**src/rtl/int_vector_decoder.sv**
```systemverilog
// Interrupt vector decoder: runs the req/ack/eoi handshake for one interrupt at a time
// and turns the serviced priority code back into a one-hot clear pulse.
module ivd_line (
    input  logic clk,
    input  logic reset,
    input  logic hit,
    input  logic svc_set,
    input  logic svc_drop,
    output logic in_service,
    output logic int_clr
);
    logic isv_q, isv_d;
    logic clr_q, clr_d;

    always_comb begin
        isv_d = isv_q;
        if (svc_set && hit)
            isv_d = 1'b1;
        else if (svc_drop)
            isv_d = 1'b0;
        clr_d = svc_drop && hit;
    end

    always_ff @(posedge clk) begin
        if (reset) begin
            isv_q <= 1'b0;
            clr_q <= 1'b0;
        end else begin
            isv_q <= isv_d;
            clr_q <= clr_d;
        end
    end

    assign in_service = isv_q;
    assign int_clr    = clr_q;
endmodule

module int_vector_decoder #(
    parameter int ACK_TIMEOUT = 255,
    parameter int TO_WIDTH    = 8
) (
    input  logic       clk,
    input  logic       reset,
    input  logic [2:0] int_code,
    input  logic       int_ack,
    input  logic       int_eoi,
    output logic       int_req,
    output logic [2:0] int_vector,
    output logic [5:0] int_clr,
    output logic [5:0] in_service,
    output logic       ack_timeout,
    output logic       bad_code
);
    localparam int NUM_LINES = 6;

    typedef enum logic [1:0] {
        IDLE    = 2'd0,
        REQ     = 2'd1,
        SERVICE = 2'd2,
        CLEAR   = 2'd3
    } state_t;

    state_t                state_q, state_d;
    logic [2:0]            vec_q, vec_d;
    logic                  req_q, req_d;
    logic [TO_WIDTH-1:0]   cnt_q, cnt_d;
    logic                  to_q, to_d;
    logic                  bad_q, bad_d;

    logic                  code_valid, code_bad, cnt_expired;
    logic                  svc_set, svc_drop;
    logic [NUM_LINES-1:0]  hit_vec;

    assign code_valid  = (int_code != 3'd0) && (int_code != 3'd7);
    assign code_bad    = (int_code == 3'd7);
    assign cnt_expired = (cnt_q == TO_WIDTH'(ACK_TIMEOUT - 1));

    // Per-line in-service/clear cells key off the latched vector, so an ack that
    // coincides with a preempting code still marks the originally requested line.
    assign svc_set  = (state_q == REQ) && int_ack;
    assign svc_drop = (state_q == SERVICE) && int_eoi;

    always_comb begin
        state_d = state_q;
        vec_d   = vec_q;
        req_d   = req_q;
        cnt_d   = cnt_q;
        to_d    = 1'b0;
        bad_d   = bad_q;
        case (state_q)
            IDLE: begin
                if (code_valid) begin
                    vec_d   = int_code;
                    req_d   = 1'b1;
                    cnt_d   = '0;
                    state_d = REQ;
                end else if (code_bad) begin
                    bad_d = 1'b1;
                end
            end
            REQ: begin
                if (code_bad)
                    bad_d = 1'b1;
                if (int_ack) begin
                    req_d   = 1'b0;
                    state_d = SERVICE;
                end else if (cnt_expired) begin
                    // Abandon takes precedence so a late preemption cannot outrun the timeout.
                    req_d   = 1'b0;
                    vec_d   = 3'd0;
                    to_d    = 1'b1;
                    state_d = IDLE;
                end else begin
                    cnt_d = cnt_q + TO_WIDTH'(1);
                    if (code_valid && (int_code > vec_q))
                        vec_d = int_code;
                end
            end
            SERVICE: begin
                if (int_eoi)
                    state_d = CLEAR;
            end
            CLEAR: begin
                vec_d   = 3'd0;
                state_d = IDLE;
            end
            default: begin
                vec_d   = 3'd0;
                req_d   = 1'b0;
                state_d = IDLE;
            end
        endcase
    end

    always_ff @(posedge clk) begin
        if (reset) begin
            state_q <= IDLE;
            vec_q   <= 3'd0;
            req_q   <= 1'b0;
            cnt_q   <= '0;
            to_q    <= 1'b0;
            bad_q   <= 1'b0;
        end else begin
            state_q <= state_d;
            vec_q   <= vec_d;
            req_q   <= req_d;
            cnt_q   <= cnt_d;
            to_q    <= to_d;
            bad_q   <= bad_d;
        end
    end

    for (genvar i = 0; i < NUM_LINES; i++) begin : g_line
        assign hit_vec[i] = (vec_q == 3'(i + 1));
        ivd_line u_line (
            .clk        (clk),
            .reset      (reset),
            .hit        (hit_vec[i]),
            .svc_set    (svc_set),
            .svc_drop   (svc_drop),
            .in_service (in_service[i]),
            .int_clr    (int_clr[i])
        );
    end

    assign int_req     = req_q;
    assign int_vector  = vec_q;
    assign ack_timeout = to_q;
    assign bad_code    = bad_q;
endmodule

```
**config.mk**
```make
export PLATFORM = sky130hd
export DESIGN_NAME = int_vector_decoder
export DESIGN_NICKNAME = d
export VERILOG_FILES = /design/src/rtl/int_vector_decoder.sv
export SDC_FILE = /design/constraint.sdc
export NUM_CORES = 1
export LEC_CHECK = 0
export CORE_MARGIN = 3
export CORE_UTILIZATION = 51
export CTS_CLUSTER_SIZE = 12
export DETAILED_ROUTE_END_ITERATION = 10
export PLACE_DENSITY = 0.9
export RECOVER_POWER = 100
export SYNTH_ARGS = -nofsm -noshare
export SYNTH_HDL_FRONTEND = slang
export SYNTH_SLANG_ARGS = --single-unit
```
**constraint.sdc**
```tcl
create_clock -name clk -period 2.47 [get_ports clk]
set_clock_uncertainty 0.15 [all_clocks]
set_input_delay 0.494 -clock clk [delete_from_list [all_inputs] [get_ports clk]]
set_output_delay 0.494 -clock clk [all_outputs]
set_load 0.1 [all_outputs]
```
==> flow_summary.ini <==
[cts]
clockBufferDepth = 2
hold_buffers = 0
clkLatencyLatePin_ns = 0.34
cts_resized = 0
cts.htree.levels = 1
cts_made_buffers = 3
cts-root-buf = clkbuf_4
cts_tree = done
path_clk_slew_ns = 0.14
cts_setup_buffers = 0
cts.sinks = 28

[placed_design]
gp_congestion = 0.803
post-place-cells = 195
io_buffers = 24
post_dp_cell_area_sq_um = 1470
detailed_place_hpwl_mm = 2.04
pre_cts_slack_ns = -0.0394

[floorplan]
die_area_sq_um = 3300
rows = 18
die_x_um = 57.5
die_y_um = 57.5
core_sq_um = 2500
pin_count = 25
initial_core_util_pct = 54.0

[detailed_routing]
drc = 0
routed_wl_mm = 2.64
drt_iter0_markers = 19
wl_met1_mm = 1.09
ant_nets = 0
viasPerCell = 5.47
routed-wl-met3_um = 137
wl_met2_mm = 1.37
routedWlPerCell_um = 13.2
top_layer = met4
first_pass_iters = 4
vias = 1088

[timing]
worst_slack_ns = 0.183
period_share_pct = 92.6
drv_slew = 0
setup_viol = 0
min_period_ns = 2.29
finalHoldWorstSlack_ns = 0.312
worstMarginPinSlew_ns = 0.762
finalHoldViolations = 0
fmax_mhz = 437
rsz0062_at_grt = false
relSlewSlack_pct = 49.0

[setup_path]
cp-startpoint = int_code[2]
cp-endpoint = cnt_q[7]
worst_r2r_path_depth = 6
cp_max_fo = 11
r2r-start = cnt_q[1]
critPathArrivalTime_ns = 2.37
required_ns = 2.55
cp-end-kind = register
reg2reg_to = cnt_q[2]
critPathLaunchType = input port
criticalPathCategory = in2reg
reg2reg_slack_ns = 0.34

[pwr]
switching_power_mw = 0.324
ir_drop_v = 0.000559
p_clk_share_pct = 29.4
cellLeakagePower_nw = 0.562
power_frac_comb_pct = 22.4
share_seq_of_total_power_pct = 48.2
swShare_pct = 31.7
power.internal_mw = 0.699
power_density_nw_per_um2 = 693

[synth]
synth-main-ff-cell = dfxtp_1
synth_cells = 157
post-synth-top-count-cell = dfxtp_1
synth_common_cells = dfxtp_1 (28), nor2_1 (16), a21oi_1 (14)
synth_cell_types = 35
synth_area_sq_um = 1350
syn_area_per_cell_sq_um = 8.60
synth_top_area_share_pct = 41.5
synth_edf_count = 0
synth_area_leader_cell = dfxtp_1
synth-async-reset-ratio_pct = 0
yosys-top-cells-area = dfxtp_1 (42%), buf_4 (6.7%), a21oi_1 (5.2%)
ys.warnings.count = 0
ys_seq_area_share_pct = 41.5
syn-num-nets = 169
ys_seq_elements = 28

[grt]
grt_pass1_vias = 1062
grt_pass1_wl_mm = 4.44
grt_antenna_before_repair = 0
grtUsageTotal_pct = 17.1
grt.overflow.total = 0
grt_max_degree = 17

[hold_path]
hold_class = reg2reg

[finish]
final_area_sq_um = 1480
final_nets = 182
area_growth_pct = 9.36
antennaDiodeCount = 0
layout.cells.non_filler = 199
drive_gt1_share_pct = 17.8

[run_status]
status = finished, final reports clean

[run]
cap_violations = 0
[critical path: stages]
cell and delay (ns):
dlygate4sd3_1 0.61, and3_4 0.21, or4_4 0.49, a211oi_1 0.34, xnor2_1 0.16, nor2_1 0.05
[logic make-up (layout without fill, tap and decap cells)]
group | after synthesis | in the layout | synth area share [%]
AO/OA/AOI/OAI | 29 | 29 | 13.5
AND/OR/NAND/NOR | 63 | 63 | 23.8
multiplexers | 3 | 3 | 2.22
buffers and inverters | 23 | 35 | 10.4
XOR/XNOR | 6 | 6 | 3.89
adder cells (fa/ha/maj) | 5 | 5 | 4.63
flip-flops | 28 | 28 | 41.5
[final cells by class]
class | count | area (sq um)
Clock buffer | 3 | 22.5
Multi-Input combinational cell | 106 | 644
Timing Repair Buffer | 25 | 158
Sequential cell | 28 | 562
Fill cell | 223 | 1020
Inverter | 6 | 22.5
Clock inverter | 1 | 30.0
Tap cell | 30 | 37.5
[placed cells by master, fill, tap and decap left out, types with 2 or more instances in the layout]
cell             synthesis  final
inv_1                    6      6
dlygate4sd3_1            0      3
or3_1                    4      4
nand2b_1                 7      7
nor2_1                  16     16
a211oi_1                 2      3
a21oi_1                 14     14
clkbuf_4                 0      3
clkdlybuf4s50_1          0      3
or2_2                    2      2
o21a_1                   3      3
xnor2_1                  6      6
nand3_1                  5      5
clkbuf_2                 0     18
nand2_1                 12     12
mux2i_1                  3      3
o21ai_0                  3      3
ha_1                     5      5
nor3_1                   8      8
nor2b_1                  2      2
dfxtp_1                 28     27
[sequential cells by signal, summed over array words and instances (netlist names), named ones only]
name and flops:
ack_timeout 1, bad_code 1, cnt_q 8, g_line.u_line.in_service 6
g_line.u_line.int_clr 6, int_req 1, int_vector 3, state_q 1
[metrics by stage]
step                      util, %  power, mW  TNS [ns]
after detailed placement     59.0      0.740   -0.0394
after global placement       59.0      0.733         0
after CTS                    61.1       1.04         0
after global routing         59.1       1.07         0
final                        59.1       1.02         0
after floorplan                 -      0.693         0
[routing by layer]
metal,track usage (%),up-vias
met5,0,-
met4,5.96,0
met3,3.17,5
met2,32.9,29
met1,18.1,503
li1,-,551
[how the worst min path moves through the flow]
| stage | startpoint | cells past startpoint | to |
|---|---|---|---|
| after global placement | g_line[5].u_line.in_service | 2 | g_line[5].u_line.in_service |
| after floorplan | g_line[4].u_line.in_service | 2 | g_line[4].u_line.in_service |
| after global routing | g_line[4].u_line.in_service | 2 | g_line[4].u_line.in_service |
| after detailed placement | g_line[4].u_line.in_service | 2 | g_line[4].u_line.in_service |
| after CTS | g_line[4].u_line.in_service | 2 | g_line[4].u_line.in_service |
| final | g_line[4].u_line.in_service | 2 | g_line[4].u_line.in_service |
[power groups by stage]
stage                     clock network, mW  registers [mW]  logic (mW)
after floorplan                           0           0.565       0.128
after global placement                    0           0.501       0.232
after detailed placement                  0           0.503       0.237
after CTS                             0.304           0.493       0.239
after global routing                  0.323           0.496       0.246
final                                 0.300           0.493       0.229
Power figures use the tool's default switching activity.
